===== config.mk =====
export PLATFORM = sky130hd
export DESIGN_NAME = traffic_phase_sched_flat
export DESIGN_NICKNAME = d
export VERILOG_FILES = /design/src/rtl/traffic_phase_sched_if.sv /design/src/rtl/traffic_phase_sched.sv /design/src/flat_wrapper.sv
export SDC_FILE = /design/constraint.sdc
export NUM_CORES = 1
export LEC_CHECK = 0
export ABC_AREA = 1
export BUFFER_PORTS_ARGS = -buffer_cell sky130_fd_sc_hd__buf_2
export CORE_MARGIN = 1.5
export CORE_UTILIZATION = 53
export DETAILED_ROUTE_END_ITERATION = 10
export GPL_ROUTABILITY_DRIVEN = 0
export GPL_TIMING_DRIVEN = 0
export PLACE_DENSITY = 0.83
export REMOVE_ABC_BUFFERS = 1
export SYNTH_ARGS = -nofsm -noshare
export SYNTH_HDL_FRONTEND = slang
export SYNTH_SLANG_ARGS = --single-unit

===== constraint.sdc =====
create_clock -name clk -period 3.9 [get_ports clk]
set_input_delay 0.78 -clock clk [delete_from_list [all_inputs] [get_ports clk]]
set_output_delay 0.78 -clock clk [all_outputs]
set_load 0.1 [all_outputs]

===== src/rtl/traffic_phase_sched_if.sv =====
// traffic_phase_sched_if: control inputs and light outputs of the intersection scheduler.
interface traffic_phase_sched_if;
  logic en_i, ta_i, tb_i, ped_req_i;
  logic [1:0] la_o, lb_o;
  logic [2:0] phase_o;
  logic walk_o, busy_o;
  modport master(output en_i, ta_i, tb_i, ped_req_i, input la_o, lb_o, phase_o, walk_o, busy_o);
  modport slave(input en_i, ta_i, tb_i, ped_req_i, output la_o, lb_o, phase_o, walk_o, busy_o);
endinterface


===== src/rtl/traffic_phase_sched.sv =====
// traffic_phase_sched: timed two-road light phase scheduler with min/max green arbitration.
// Define PED_WALK_EN to enable the pedestrian walk phase driven by ped_req_i.
module traffic_phase_sched #(
  parameter int GREEN_MIN = 4,
  parameter int GREEN_MAX = 10,
  parameter int YELLOW_T = 2,
  parameter int ALLRED_T = 1,
  parameter int PED_T = 3,
  parameter int CNT_W = 8
) (
  input logic clk,
  input logic rst,
  traffic_phase_sched_if.slave bus
);
  typedef enum logic [2:0] {OFF, AG, AY, ARA, BG, BY, ARB, PED} state_t;
  localparam logic [CNT_W-1:0] G_MIN = CNT_W'(GREEN_MIN - 1);
  localparam logic [CNT_W-1:0] G_MAX = CNT_W'(GREEN_MAX - 1);
  localparam logic [CNT_W-1:0] Y_END = CNT_W'(YELLOW_T - 1);
  localparam logic [CNT_W-1:0] R_END = CNT_W'(ALLRED_T - 1);
  localparam logic [CNT_W-1:0] P_END = CNT_W'(PED_T - 1);
  state_t state_q, state_d;
  logic [CNT_W-1:0] timer_q, timer_d;
  logic [1:0] la_q, lb_q;
  logic ped_pend_q, ped_pend_d, from_a_q;
  logic g_min, g_max;
  always_comb begin
    g_min = timer_q >= G_MIN;
    g_max = timer_q >= G_MAX;
    state_d = state_q;
    case (state_q)
      OFF: state_d = bus.en_i ? ARB : OFF;
      AG:  state_d = g_min && (!bus.en_i || ((bus.tb_i || ped_pend_q) && (!bus.ta_i || g_max))) ? AY : AG;
      AY:  state_d = timer_q >= Y_END ? ARA : AY;
      ARA: state_d = timer_q < R_END ? ARA : !bus.en_i ? OFF : ped_pend_q ? PED : BG;
      BG:  state_d = g_min && (!bus.en_i || ((bus.ta_i || ped_pend_q) && (!bus.tb_i || g_max))) ? BY : BG;
      BY:  state_d = timer_q >= Y_END ? ARB : BY;
      ARB: state_d = timer_q < R_END ? ARB : !bus.en_i ? OFF : ped_pend_q ? PED : AG;
      PED: state_d = timer_q < P_END ? PED : !bus.en_i ? OFF : from_a_q ? BG : AG;
    endcase
    timer_d = state_d != state_q ? '0 : &timer_q ? timer_q : timer_q + 1'b1;
`ifdef PED_WALK_EN
    // a request arriving on the PED entry edge survives the clear
    ped_pend_d = (state_d == PED && state_q != PED) ? bus.ped_req_i : ped_pend_q | bus.ped_req_i;
`else
    ped_pend_d = 1'b0;
`endif
  end
`ifdef PED_WALK_EN
  logic walk_q;
  assign bus.walk_o = walk_q;
`else
  logic ped_unused;
  assign ped_unused = bus.ped_req_i;
  assign bus.walk_o = 1'b0;
`endif
  always_ff @(posedge clk or negedge rst) begin
    if (!rst) begin
      state_q <= OFF;
      timer_q <= '0;
      ped_pend_q <= 1'b0;
      from_a_q <= 1'b0;
      la_q <= 2'b00;
      lb_q <= 2'b00;
`ifdef PED_WALK_EN
      walk_q <= 1'b0;
`endif
    end else begin
      state_q <= state_d;
      timer_q <= timer_d;
      ped_pend_q <= ped_pend_d;
      if (state_q == ARA || state_q == ARB) from_a_q <= state_q == ARA;
      la_q <= state_d == OFF ? 2'b00 : state_d == AG ? 2'b01 : state_d == AY ? 2'b10 : 2'b11;
      lb_q <= state_d == OFF ? 2'b00 : state_d == BG ? 2'b01 : state_d == BY ? 2'b10 : 2'b11;
`ifdef PED_WALK_EN
      walk_q <= state_d == PED;
`endif
    end
  end
  assign bus.la_o = la_q;
  assign bus.lb_o = lb_q;
  assign bus.phase_o = state_q;
  assign bus.busy_o = state_q != OFF;
endmodule

===== src/flat_wrapper.sv =====
// flat-port wrapper written by rule: the top's interface ports become plain ports
module traffic_phase_sched_flat 
#(
  parameter int GREEN_MIN = 4,
  parameter int GREEN_MAX = 10,
  parameter int YELLOW_T = 2,
  parameter int ALLRED_T = 1,
  parameter int PED_T = 3,
  parameter int CNT_W = 8
)
  (clk, rst, bus_en_i, bus_ta_i, bus_tb_i, bus_ped_req_i, bus_la_o, bus_lb_o, bus_phase_o, bus_walk_o, bus_busy_o);
  traffic_phase_sched_if bus_i ();
  input logic clk;
  input logic rst;
  input wire logic [$bits(bus_i.en_i)-1:0] bus_en_i;
  input wire logic [$bits(bus_i.ta_i)-1:0] bus_ta_i;
  input wire logic [$bits(bus_i.tb_i)-1:0] bus_tb_i;
  input wire logic [$bits(bus_i.ped_req_i)-1:0] bus_ped_req_i;
  output wire logic [$bits(bus_i.la_o)-1:0] bus_la_o;
  output wire logic [$bits(bus_i.lb_o)-1:0] bus_lb_o;
  output wire logic [$bits(bus_i.phase_o)-1:0] bus_phase_o;
  output wire logic [$bits(bus_i.walk_o)-1:0] bus_walk_o;
  output wire logic [$bits(bus_i.busy_o)-1:0] bus_busy_o;
  assign bus_i.en_i = bus_en_i;
  assign bus_i.ta_i = bus_ta_i;
  assign bus_i.tb_i = bus_tb_i;
  assign bus_i.ped_req_i = bus_ped_req_i;
  assign bus_la_o = bus_i.la_o;
  assign bus_lb_o = bus_i.lb_o;
  assign bus_phase_o = bus_i.phase_o;
  assign bus_walk_o = bus_i.walk_o;
  assign bus_busy_o = bus_i.busy_o;
  traffic_phase_sched #(.GREEN_MIN(GREEN_MIN), .GREEN_MAX(GREEN_MAX), .YELLOW_T(YELLOW_T), .ALLRED_T(ALLRED_T), .PED_T(PED_T), .CNT_W(CNT_W)) u_core (.clk(clk), .rst(rst), .bus(bus_i));
endmodule

==> metrics list <==
- Final period util: 58.52%
- Layout Skew: 0.001342 ns
- Worst reg-to-reg setup slack: 2.09 ns
- Largest driver fanout on the critical path: 9
- Cell area after synthesis: 1070 sq um
- CTS saw 16 sinks.
- The clock passes through at most 2 buffers.
- Result of the run: finished, final reports clean
- Layout cells sized above 1: 28.86%
- Accumulated negative setup slack: 0 ns
- Area overhead of the layout relative to synthesis: 9.708%
- The number of antenna violations at the first check in global routing came to 0.
- Top achievable clock speed: 438.2 MHz
- Count of buffering cells on the critical path with inverters included: 2
- Arr. time, crit path: 1.50 ns
* Clock latency of the later-clocked register in the worst-skew pair: 0.28 ns
- Post-CTS timing repair inserted 0 buffers for setup.
- Cell with the biggest individual delay on the critical path: sky130_fd_sc_hd__dfrtp_1
- Via count of the routed design: 924
* Via-per-instance ratio: 5.250
* Worst setup path category: reg -> out
* Area fraction in compound gates after synthesis: 5.731%
- Number of standard cells after synthesis: 136
- Filler instances: 192
* Ys async rst share: 100.0%
* Main synth FF type: sky130_fd_sc_hd__dfrtp_1
- Post-route antenna net violation count: 0
* Width of the chip: 47.93 microns
- Of the total synthesized cell area, the portion taken by full adders, half adders and majority gates is 3.509%.
- Post-synthesis average cell area: 7.866 sq um
- By area the synthesized netlist is led by sky130_fd_sc_hd__dfrtp_1, sky130_fd_sc_hd__nand2_1, sky130_fd_sc_hd__nor2_2, sky130_fd_sc_hd__inv_1, sky130_fd_sc_hd__nand3_1.
* Starting density of the core: 55.66%
- Sequential share of the synthesized area: 37.43%
* # port buffers: 12
- The largest single stage delay on the critical path is 0.52 ns.
- After synthesis, the largest family of logic cells by area is simple AND/OR/NAND/NOR gates.
- After detailed routing, the average wire length per cell comes to 12.69 microns.
- Total of warnings raised by yosys: 0
- The worst hold path belongs to the class in -> async.
* Post-synth EDFFs: 0
- Initial detailed-routing violation count: 16
- The first global-routing pass estimated 3339 microns of wire.
* Number of diodes added for antenna fixing: 0
- Sort of element at the start of the critical path: register
- In this run the count of I/O pins placed on the die edge is 15.
* Unrepaired setup endpoints after global routing: false
- Measured along the y axis, the die boundary spans 47.93 microns.
- The synthesized netlist devotes 2.456% of its cell area to XOR and XNOR gates.
- TritonCTS built the clock tree.
- The final layout contains 159 nets.
- Die area: 2297 sq um
* Number of standard-cell rows in the floorplan: 16
- All-Layer GR Usage: 21.00%
- Global routing finished with a remaining overflow of 0.
* Vias in the first global route: 821
- After synthesis, the share of cell area in mux cells is 0%.
- The worst setup path is captured at a primary output.
- Maximum number of pins on one net before global-route repair: 17
- Summing the areas of all and, or, nand and nor instances in the mapped netlist gives 40.70% of the synthesized area.
- The max-slew violation total from the final report was 0.
- The number of gates resized after CTS was 0.
- Data on the critical path is required at its endpoint by 3.12 ns.
- Number of cell instances on the worst register-to-register path: 12
* Floorplan core area: 1922 sq um
- The tool flagged a number of max-cap violations equal to 0.
* Clk Tree Root Cell: sky130_fd_sc_hd__clkbuf_4
- Worst-path cell chain: inv_1 > nand3_1 > buf_2
* Detailed Routing Iterations Pass 1: 6
- Once detailed placement completed, the half-perimeter wirelength came to 1716 microns.
- The worst path in the final design needs a cycle of 2.282 ns, including I/O delays and setup.
- In the routed design, unresolved DRC markers number 0.
- Hold repair after CTS inserted 0 buffers.
- The biggest area contributor in the post-synthesis netlist is sky130_fd_sc_hd__dfrtp_1.
* Synth top area share: 37.43%
- Setup violations remaining at the end of the flow were counted as 0.
* Kind of cell with the highest combined delay on the critical path: buffers and inverters
- The worst register-to-register path begins at u_core.timer_q[1].
- Endpoint of the worst register-to-register path: u_core.timer_q[2]
- After clock tree synthesis, the clock-pin slew on the worst setup and hold paths is 0.10 ns.
- Final number of hold-violating endpoints: 0
* Seq cells post-synth: 16
- Detailed Route WL: 2234 microns
- By count the netlist is led by sky130_fd_sc_hd__nand2_1, sky130_fd_sc_hd__inv_1, sky130_fd_sc_hd__dfrtp_1.
- TritonCTS Buffers: 3
- Final hold slack: 0.3992 ns
- Dominant cell by count in the synthesized netlist: sky130_fd_sc_hd__nand2_1
* H-tree Lvls: 1
* Number of distinct library cells after synthesis: 23
layout make-up:
type	instances	area (sq um)	share of cell area (%)
multi-input combinational	96	564.3	48.08
sequential	16	400.4	34.12
inverter	21	78.83	6.716
timing repair buffer	12	60.06	5.117
clock buffer	4	36.28	3.092
tap	27	33.78	2.878
worst max path at each step:
stage | endpoint | startpoint | cells after the start | slack [ns]
2_1_floorplan | bus_busy_o | u_core.bus.phase_o[1] | 2 | 1.14
3_3_place_gp | bus_busy_o | u_core.bus.phase_o[1] | 3 | 1.98
3_5_place_dp | bus_busy_o | u_core.bus.phase_o[1] | 3 | 1.96
4_1_cts | bus_busy_o | u_core.bus.phase_o[1] | 3 | 1.63
5_1_grt | bus_busy_o | u_core.bus.phase_o[1] | 3 | 1.50
6_report | bus_busy_o | u_core.bus.phase_o[1] | 3 | 1.62
per-stage QoR:
step	cells	cell area, sq um	util, %	worst slack [ns]
after floorplan	133	1044	-	1.136
after global routing	176	1174	61.07	1.503
after detailed placement	172	1137	59.18	1.962
final	176	1174	61.07	1.618
after global placement	172	1137	59.18	1.982
after CTS	176	1174	61.07	1.632
per-layer routing:
layer / global-route usage (%) / up-vias / wire length [microns]
met3: 5.660 / 0 / 118
li1: - / 455 / -
met5: 0 / - / 0
met1: 26.05 / 444 / 959
met2: 35.20 / 25 / 1157
met4: 7.027 / 0 / 0
kinds of logic after synthesis:
logic type / after synthesis
buf+inv: 24
flops: 16
compound gates: 11
fa+ha+maj: 3
xor+xnor: 3
other cells: 1
simple gates: 78
registers in the layout, indices dropped and copies added, names as in the netlist:
| name | flops |
|---|---|
| u_core.bus.phase_o | 3 |
| u_core.bus.la_o | 2 |
| u_core.from_a_q | 1 |
| u_core.timer_q | 8 |
| u_core.bus.lb_o | 2 |
layout by cell type (no fill, tap or decap), drive strengths merged:
cell type / count
a211oi: 1
a21oi: 1
buf: 12
clkbuf: 4
conb: 1
dfrtp: 16
ha: 3
inv: 21
nand2: 27
nand3: 16
nand4: 5
nor2: 26
nor3: 4
o21ai: 8
o221ai: 1
xor2: 3
Power is left out: the tool's default activity adds up to more than one toggle a clock period on the data nets, which glitch-free logic cannot reach.
